<file path="src/rtl/block_lock_ber_monitor.sv">
// block_lock_ber_monitor
//   Receive-side block lock for a 64b/66b PCS. It acquires block lock from
//   sync headers and asks the block sync for a bit slip when alignment is bad.
//   After each slip it ignores a settle window of headers. While locked, it
//   also runs a hi-BER monitor and a saturating errored-header counter.
//
// Ports
//   i_clk        clock
//   i_reset_n    asynchronous active-low reset
//   i_hdr        sync header from block sync
//   i_hdr_valid  i_hdr is valid this cycle
//   i_err_clr    synchronous clear of o_err_cnt
//   o_slip       one-cycle slip request to block sync
//   o_block_lock block lock status
//   o_hi_ber     high bit-error-rate status
//   o_err_cnt    saturating count of invalid headers seen while locked
module block_lock_ber_monitor #(
  parameter int                   HDR_WIDTH     = 2,
  parameter logic [HDR_WIDTH-1:0] SYNC_DATA     = 2'b01,
  parameter logic [HDR_WIDTH-1:0] SYNC_CTRL     = 2'b10,
  parameter int                   LOCK_CNT      = 64,
  parameter int                   INVALID_MAX   = 16,
  parameter int                   SLIP_WAIT     = 32,
  parameter int                   BER_WINDOW    = 19531,
  parameter int                   BER_THRESH    = 16,
  parameter int                   ERR_CNT_WIDTH = 16
) (
  input  logic                     i_clk,
  input  logic                     i_reset_n,
  input  logic [HDR_WIDTH-1:0]     i_hdr,
  input  logic                     i_hdr_valid,
  input  logic                     i_err_clr,
  output logic                     o_slip,
  output logic                     o_block_lock,
  output logic                     o_hi_ber,
  output logic [ERR_CNT_WIDTH-1:0] o_err_cnt
);

  // Each counter is sized to hold its terminal value, so none can overflow.
  localparam int SH_W  = $clog2(LOCK_CNT) + 1;
  localparam int INV_W = $clog2(INVALID_MAX) + 1;
  localparam int SET_W = $clog2(SLIP_WAIT) + 1;
  localparam int TMR_W = $clog2(BER_WINDOW) + 1;
  localparam int BER_W = $clog2(BER_THRESH) + 1;

  typedef enum logic [0:0] {
    ST_TEST   = 1'b0,
    ST_SETTLE = 1'b1
  } state_t;

  state_t             state, state_next;
  logic [SH_W-1:0]    sh_cnt, sh_next, sh_inc;
  logic [INV_W-1:0]   inv_cnt, inv_next, inv_inc;
  logic [SET_W-1:0]   settle_cnt, settle_next, settle_inc;
  logic               lock_next, slip_next;
  logic               sh_valid, hdr_err;
  logic [TMR_W-1:0]   ber_timer;
  logic [BER_W-1:0]   ber_cnt, ber_next;

  assign sh_valid = (i_hdr == SYNC_DATA) || (i_hdr == SYNC_CTRL);
  // Only headers tested in TEST count as errors. Headers seen during the
  // settle window come from a misaligned stream and are ignored.
  assign hdr_err  = i_hdr_valid && (state == ST_TEST) && !sh_valid;

  // Lock FSM state, counters and the registered lock/slip outputs.
  always_ff @(posedge i_clk or negedge i_reset_n) begin
    if (!i_reset_n) begin
      state        <= ST_TEST;
      sh_cnt       <= '0;
      inv_cnt      <= '0;
      settle_cnt   <= '0;
      o_block_lock <= 1'b0;
      o_slip       <= 1'b0;
    end else begin
      state        <= state_next;
      sh_cnt       <= sh_next;
      inv_cnt      <= inv_next;
      settle_cnt   <= settle_next;
      o_block_lock <= lock_next;
      o_slip       <= slip_next;
    end
  end

  // Next-state logic. A slip always moves the FSM to SETTLE for at least one
  // cycle, so slips can never be requested on back-to-back cycles. When the
  // INVALID_MAX-th error is also the LOCK_CNT-th header, the invalid check is
  // evaluated first, so the lock drop wins.
  always_comb begin
    state_next  = state;
    sh_next     = sh_cnt;
    inv_next    = inv_cnt;
    settle_next = settle_cnt;
    lock_next   = o_block_lock;
    slip_next   = 1'b0;
    sh_inc      = sh_cnt + SH_W'(1);
    inv_inc     = sh_valid ? inv_cnt : inv_cnt + INV_W'(1);
    settle_inc  = settle_cnt + SET_W'(1);
    case (state)
      ST_TEST: begin
        if (i_hdr_valid) begin
          if (!o_block_lock) begin
            if (!sh_valid) begin
              slip_next  = 1'b1;
              sh_next    = '0;
              inv_next   = '0;
              state_next = ST_SETTLE;
            end else if (sh_inc == SH_W'(LOCK_CNT)) begin
              lock_next = 1'b1;
              sh_next   = '0;
              inv_next  = '0;
            end else begin
              sh_next = sh_inc;
            end
          end else begin
            if (inv_inc == INV_W'(INVALID_MAX)) begin
              lock_next  = 1'b0;
              slip_next  = 1'b1;
              sh_next    = '0;
              inv_next   = '0;
              state_next = ST_SETTLE;
            end else if (sh_inc == SH_W'(LOCK_CNT)) begin
              sh_next  = '0;
              inv_next = '0;
            end else begin
              sh_next  = sh_inc;
              inv_next = inv_inc;
            end
          end
        end
      end
      ST_SETTLE: begin
        if (SLIP_WAIT == 0) begin
          state_next  = ST_TEST;
          settle_next = '0;
        end else if (i_hdr_valid) begin
          if (settle_inc == SET_W'(SLIP_WAIT)) begin
            state_next  = ST_TEST;
            settle_next = '0;
          end else begin
            settle_next = settle_inc;
          end
        end
      end
      default: begin
        state_next = ST_TEST;
      end
    endcase
  end

  // The BER count saturates at the threshold.
  always_comb begin
    ber_next = ber_cnt;
    if (hdr_err && (ber_cnt != BER_W'(BER_THRESH))) begin
      ber_next = ber_cnt + BER_W'(1);
    end
  end

  // The hi-BER monitor runs only while lock is visible and is held. If lock is
  // absent, or drops this cycle, the monitor is cleared. This keeps o_hi_ber
  // low whenever o_block_lock is low. At the terminal timer cycle, the
  // current header still counts toward the window verdict.
  always_ff @(posedge i_clk or negedge i_reset_n) begin
    if (!i_reset_n) begin
      ber_timer <= '0;
      ber_cnt   <= '0;
      o_hi_ber  <= 1'b0;
    end else if (!o_block_lock || !lock_next) begin
      ber_timer <= '0;
      ber_cnt   <= '0;
      o_hi_ber  <= 1'b0;
    end else if (ber_timer == TMR_W'(BER_WINDOW - 1)) begin
      ber_timer <= '0;
      ber_cnt   <= '0;
      o_hi_ber  <= (ber_next == BER_W'(BER_THRESH));
    end else begin
      ber_timer <= ber_timer + TMR_W'(1);
      ber_cnt   <= ber_next;
      if (ber_next == BER_W'(BER_THRESH)) begin
        o_hi_ber <= 1'b1;
      end
    end
  end

  // Status error counter. It saturates at all-ones and never wraps. A clear
  // takes priority over a simultaneous increment.
  always_ff @(posedge i_clk or negedge i_reset_n) begin
    if (!i_reset_n) begin
      o_err_cnt <= '0;
    end else if (i_err_clr) begin
      o_err_cnt <= '0;
    end else if (hdr_err && o_block_lock && (o_err_cnt != '1)) begin
      o_err_cnt <= o_err_cnt + ERR_CNT_WIDTH'(1);
    end
  end

endmodule

</file>
<file path="config.mk">
export PLATFORM = sky130hd
export DESIGN_NAME = block_lock_ber_monitor
export DESIGN_NICKNAME = d
export VERILOG_FILES = /design/src/rtl/block_lock_ber_monitor.sv
export SDC_FILE = /design/constraint.sdc
export NUM_CORES = 1
export LEC_CHECK = 0
export BUFFER_PORTS_ARGS = -buffer_cell sky130_fd_sc_hd__buf_2
export CAP_MARGIN = 15
export CORE_MARGIN = 1.5
export CORE_UTILIZATION = 60
export CTS_CLUSTER_SIZE = 8
export DETAILED_ROUTE_END_ITERATION = 6
export HOLD_SLACK_MARGIN = 0.1
export PLACE_DENSITY = 0.89
export SYNTH_ARGS = -nofsm -noshare
export SYNTH_HDL_FRONTEND = slang
export SYNTH_SLANG_ARGS = --single-unit
</file>
<file path="constraint.sdc">
create_clock -name i_clk -period 2.2 [get_ports i_clk]
set_input_delay 0.44 -clock i_clk [delete_from_list [all_inputs] [get_ports i_clk]]
set_output_delay 0.44 -clock i_clk [all_outputs]
set_load 0.005 [all_outputs]
</file>
==> metrics.md <==
| Metric | Value |
|---|---|
| Status | `completed` |
| GRT overflow | `0` |
| Register area share after synthesis | `~44%` |
| H-tree Lvls | `3` |
| Layout fillers | `360` |
| Max VDD drop | `563 µV` |
| Iteration-0 DRC Markers | `158` |
| FFs w/ async S/R, synth | `100%` |
| Syn Inst Count | `~350` |
| #FFs+latches synth | `59` |
| Max Slew Vio Count | `0` |
| Worst-margin pin slew | `~0.55 ns` |
| Final period util | `92.4%` |
| Crit path capture type | `flip-flop` |
| Die Wd | `approximately 78 µm` |
| Unrepaired setup endpoints after global routing | `false` |
| Core Area | `5240 µm²` |
| Cell row count | `26` |
| Reg area | `1480 µm²` |
| Final HPWL DP | `5030 µm` |
| Synth area leader | `dfrtp_1` |
| Setup Skew | `0.0101 ns` |
| Worst skew pair latency | `roughly 0.34 ns` |
| PortBufs | `24` |
| Synth Flop Type | `dfrtp_1` |
| Worst EP arrival | `2.24 ns` |
| DRC viols | `0` |
| TritonCTS buffer count | `9` |
| Pwr Total | `3.34 mW` |
| CP max FO | `10` |
| LEAKAGE | `about 1.7 nW` |
| Clk buf depth | `2` |
| Yosys cell types | `56` |
| Effective utilization at floorplan | `between 60 and 70%` |
| Layout area overhead | `15.6%` |
| Setup-failing EPs final | `0` |
| Share of layout cells above drive strength 1 | `15.5%` |
| Post-synth EDFFs | `0` |
| Antenna diodes | `0` |
| Nets | `396` |
| Initial antenna violation count | `0` |
| DIE AREA | `6010 µm²` |
| CTS tree | `yes` |
| Max Fclk | `492 MHz` |
| CP Launch Type | `flip-flop` |
| Setup bufs post-CTS | `0` |
| Post_cts resized | `0` |
| Hold WC Path Type | `input port to flip-flop` |
| Synth cell count leaders | `dfrtp_1 (59), nor2_1 (51), xor2_1 (28)` |
| First-pass GRT wire length | `roughly 13,000 µm` |
| Synth Warn # | `0` |
| Worst relative slew slack | `63.0%` |
| WL per Instance | `16.1 µm` |
| Multi-input gate area in the final layout | `1770 µm²` |
| Via density | `6.22` |
| Synthesized area | `3330 µm²` |
| Max-cap violations | `0` |
| Die height | `slightly below 80 µm` |
| Critical Path RT | `roughly 2.4 ns` |
| Post-layout min period | `2.03 ns` |
| Clk sinks | `59` |
| Hold-fix buffers at CTS | `1` |
| Crit Path Category | `flip-flop to flip-flop` |
| Largest net degree at the start of global routing | `42` |
| Io pins | `25` |
| Total global routing track utilization | `between 20% and 30%` |
| RePlAce Congestion | `0.866` |
| Area share of the largest cell type after synthesis | `about 44%` |
| Cell with the most instances after synthesis | `dfrtp_1` |
| Via count | `2,837` |
| Net count after synthesis | `between 300 and 400` |
| Clk root buf | `clkbuf_8` |
| Final WL | `7350 µm` |
| Top cells by area, synth | `dfrtp_1 (44%), xor2_1 (7.4%), nor2_1 (5.7%), ha_1 (3.4%), nand4_1 (3.2%)` |
| Pwr/cell area | `between 800 and 900 nW/µm²` |
| Setup TNS | `0 ns` |
| Vias in the first global route | `roughly 2,800` |
| Hold Violations, Final | `0` |
| Avg Cell Area, Syn | `9.63 µm²` |
| Reg clk slew, reported paths | `approximately 0.070 ns` |
| Final ANT Viol Nets | `0` |
| First drt pass iteration count | `4` |
==> registers in the layout (all words and copies together) (netlist names) <==
register      cells
o_err_cnt        16
ber_timer        16
settle_cnt        6
ber_cnt           5
state             1
o_hi_ber          1
o_block_lock      1
inv_cnt           5
sh_cnt            7
o_slip            1
==> final cells by class <==
| cell class | instances | area share [%] |
|---|---|---|
| Timing Repair Buffer | 37 | 6.36 |
| Tap cell | 70 | 2.27 |
| Inverter | 9 | 0.877 |
| Clock buffer | 11 | 3.67 |
| Sequential cell | 59 | 38.3 |
| Clock inverter | 5 | 2.60 |
| Multi-Input combinational cell | 265 | 45.9 |
==> metal layers <==
metal  vias to the layer above  routed length (µm)  global-route usage, %
li1                       1327                   -                      -
met1                      1406                2970                   33.0
met2                        88                3880                   44.4
met3                        16                 355                   5.18
met4                         0                 140                   12.4
met5                         -                   0                      0
==> layout by cell type, fill, tap and decap left out, types with 4 or more instances in the layout <==
cell type,count
dfrtp_1,59
nor2_1,51
xor2_1,28
buf_2,24
nand2_1,19
nand4_1,17
nand3_1,16
xnor2_1,11
and3_1,10
clkbuf_8,10
buf_4,10
inv_1,9
a21oi_1,9
ha_1,9
o21ai_0,7
and2_1,7
nor3_1,6
o211ai_1,6
and4_1,5
nand2b_1,4
mux2i_1,4
a31oi_1,4
a21o_1,4
==> path summary, 6_finish.rpt <==
kind | start | end | slack (ns) | depth (start not counted)
worst min register to register | settle_cnt[4]$_DFFE_PN0P_ | settle_cnt[4]$_DFFE_PN0P_ | 0.51 | 1
min in group asynchronous | i_reset_n | settle_cnt[5]$_DFFE_PN0P_ | 0.59 | 2
worst min-delay path | i_hdr_valid | state$_DFF_PN0_ | 0.46 | 3
max in group asynchronous | i_reset_n | o_err_cnt[15]$_DFFE_PN0P_ | 1.04 | 3
worst max-delay path | sh_cnt[5]$_DFFE_PN0P_ | inv_cnt[1]$_DFFE_PN0P_ | 0.17 | 5
worst max register to register | sh_cnt[5]$_DFFE_PN0P_ | inv_cnt[1]$_DFFE_PN0P_ | 0.17 | 5
==> critical path: stages, from the launching register on <==
cell and delay, ns:
dfrtp_1 0.45, or4b_1 0.49, mux2i_1 0.26, nand3_2 0.25, a21oi_1 0.32, o211ai_1 0.13
==> stage by stage <==
stage / cell area, µm² / std cells / hold WS (ns) / setup slack, ns / utilization (%)
6_report: 3850 / 456 / 0.459 / 0.167 / 73.6
5_1_grt: 3850 / 456 / 0.453 / 0.0460 / 73.6
4_1_cts: 3850 / 456 / 0.450 / 0.182 / 73.6
3_5_place_dp: 3600 / 439 / 0.418 / 0.170 / 68.8
3_3_place_gp: 3600 / 439 / 0.420 / 0.209 / 68.8
2_1_floorplan: 3330 / 346 / 0.144 / 0.379 / -
==> power breakdown <==
part           internal, mW  switching, mW  total, mW  leakage [nW]
clock network         0.780          0.427       1.21         0.123
registers              1.22          0.161       1.38         0.784
logic                 0.346          0.407      0.754         0.839
==> kinds of logic (layout without fill, tap and decap cells) <==
group	count (synthesis)	in the layout	share of synthesized area, %
muxes	6	6	1.99
adders and majority gates	9	9	3.38
AOI/OAI and AO/OA	58	58	13.3
and+or+nand+nor	152	152	23.6
buffers and inverters	22	62	2.63
xor gates and xnor gates	40	40	10.7
DFF	59	59	44.3
Power figures use the tool's default switching activity.
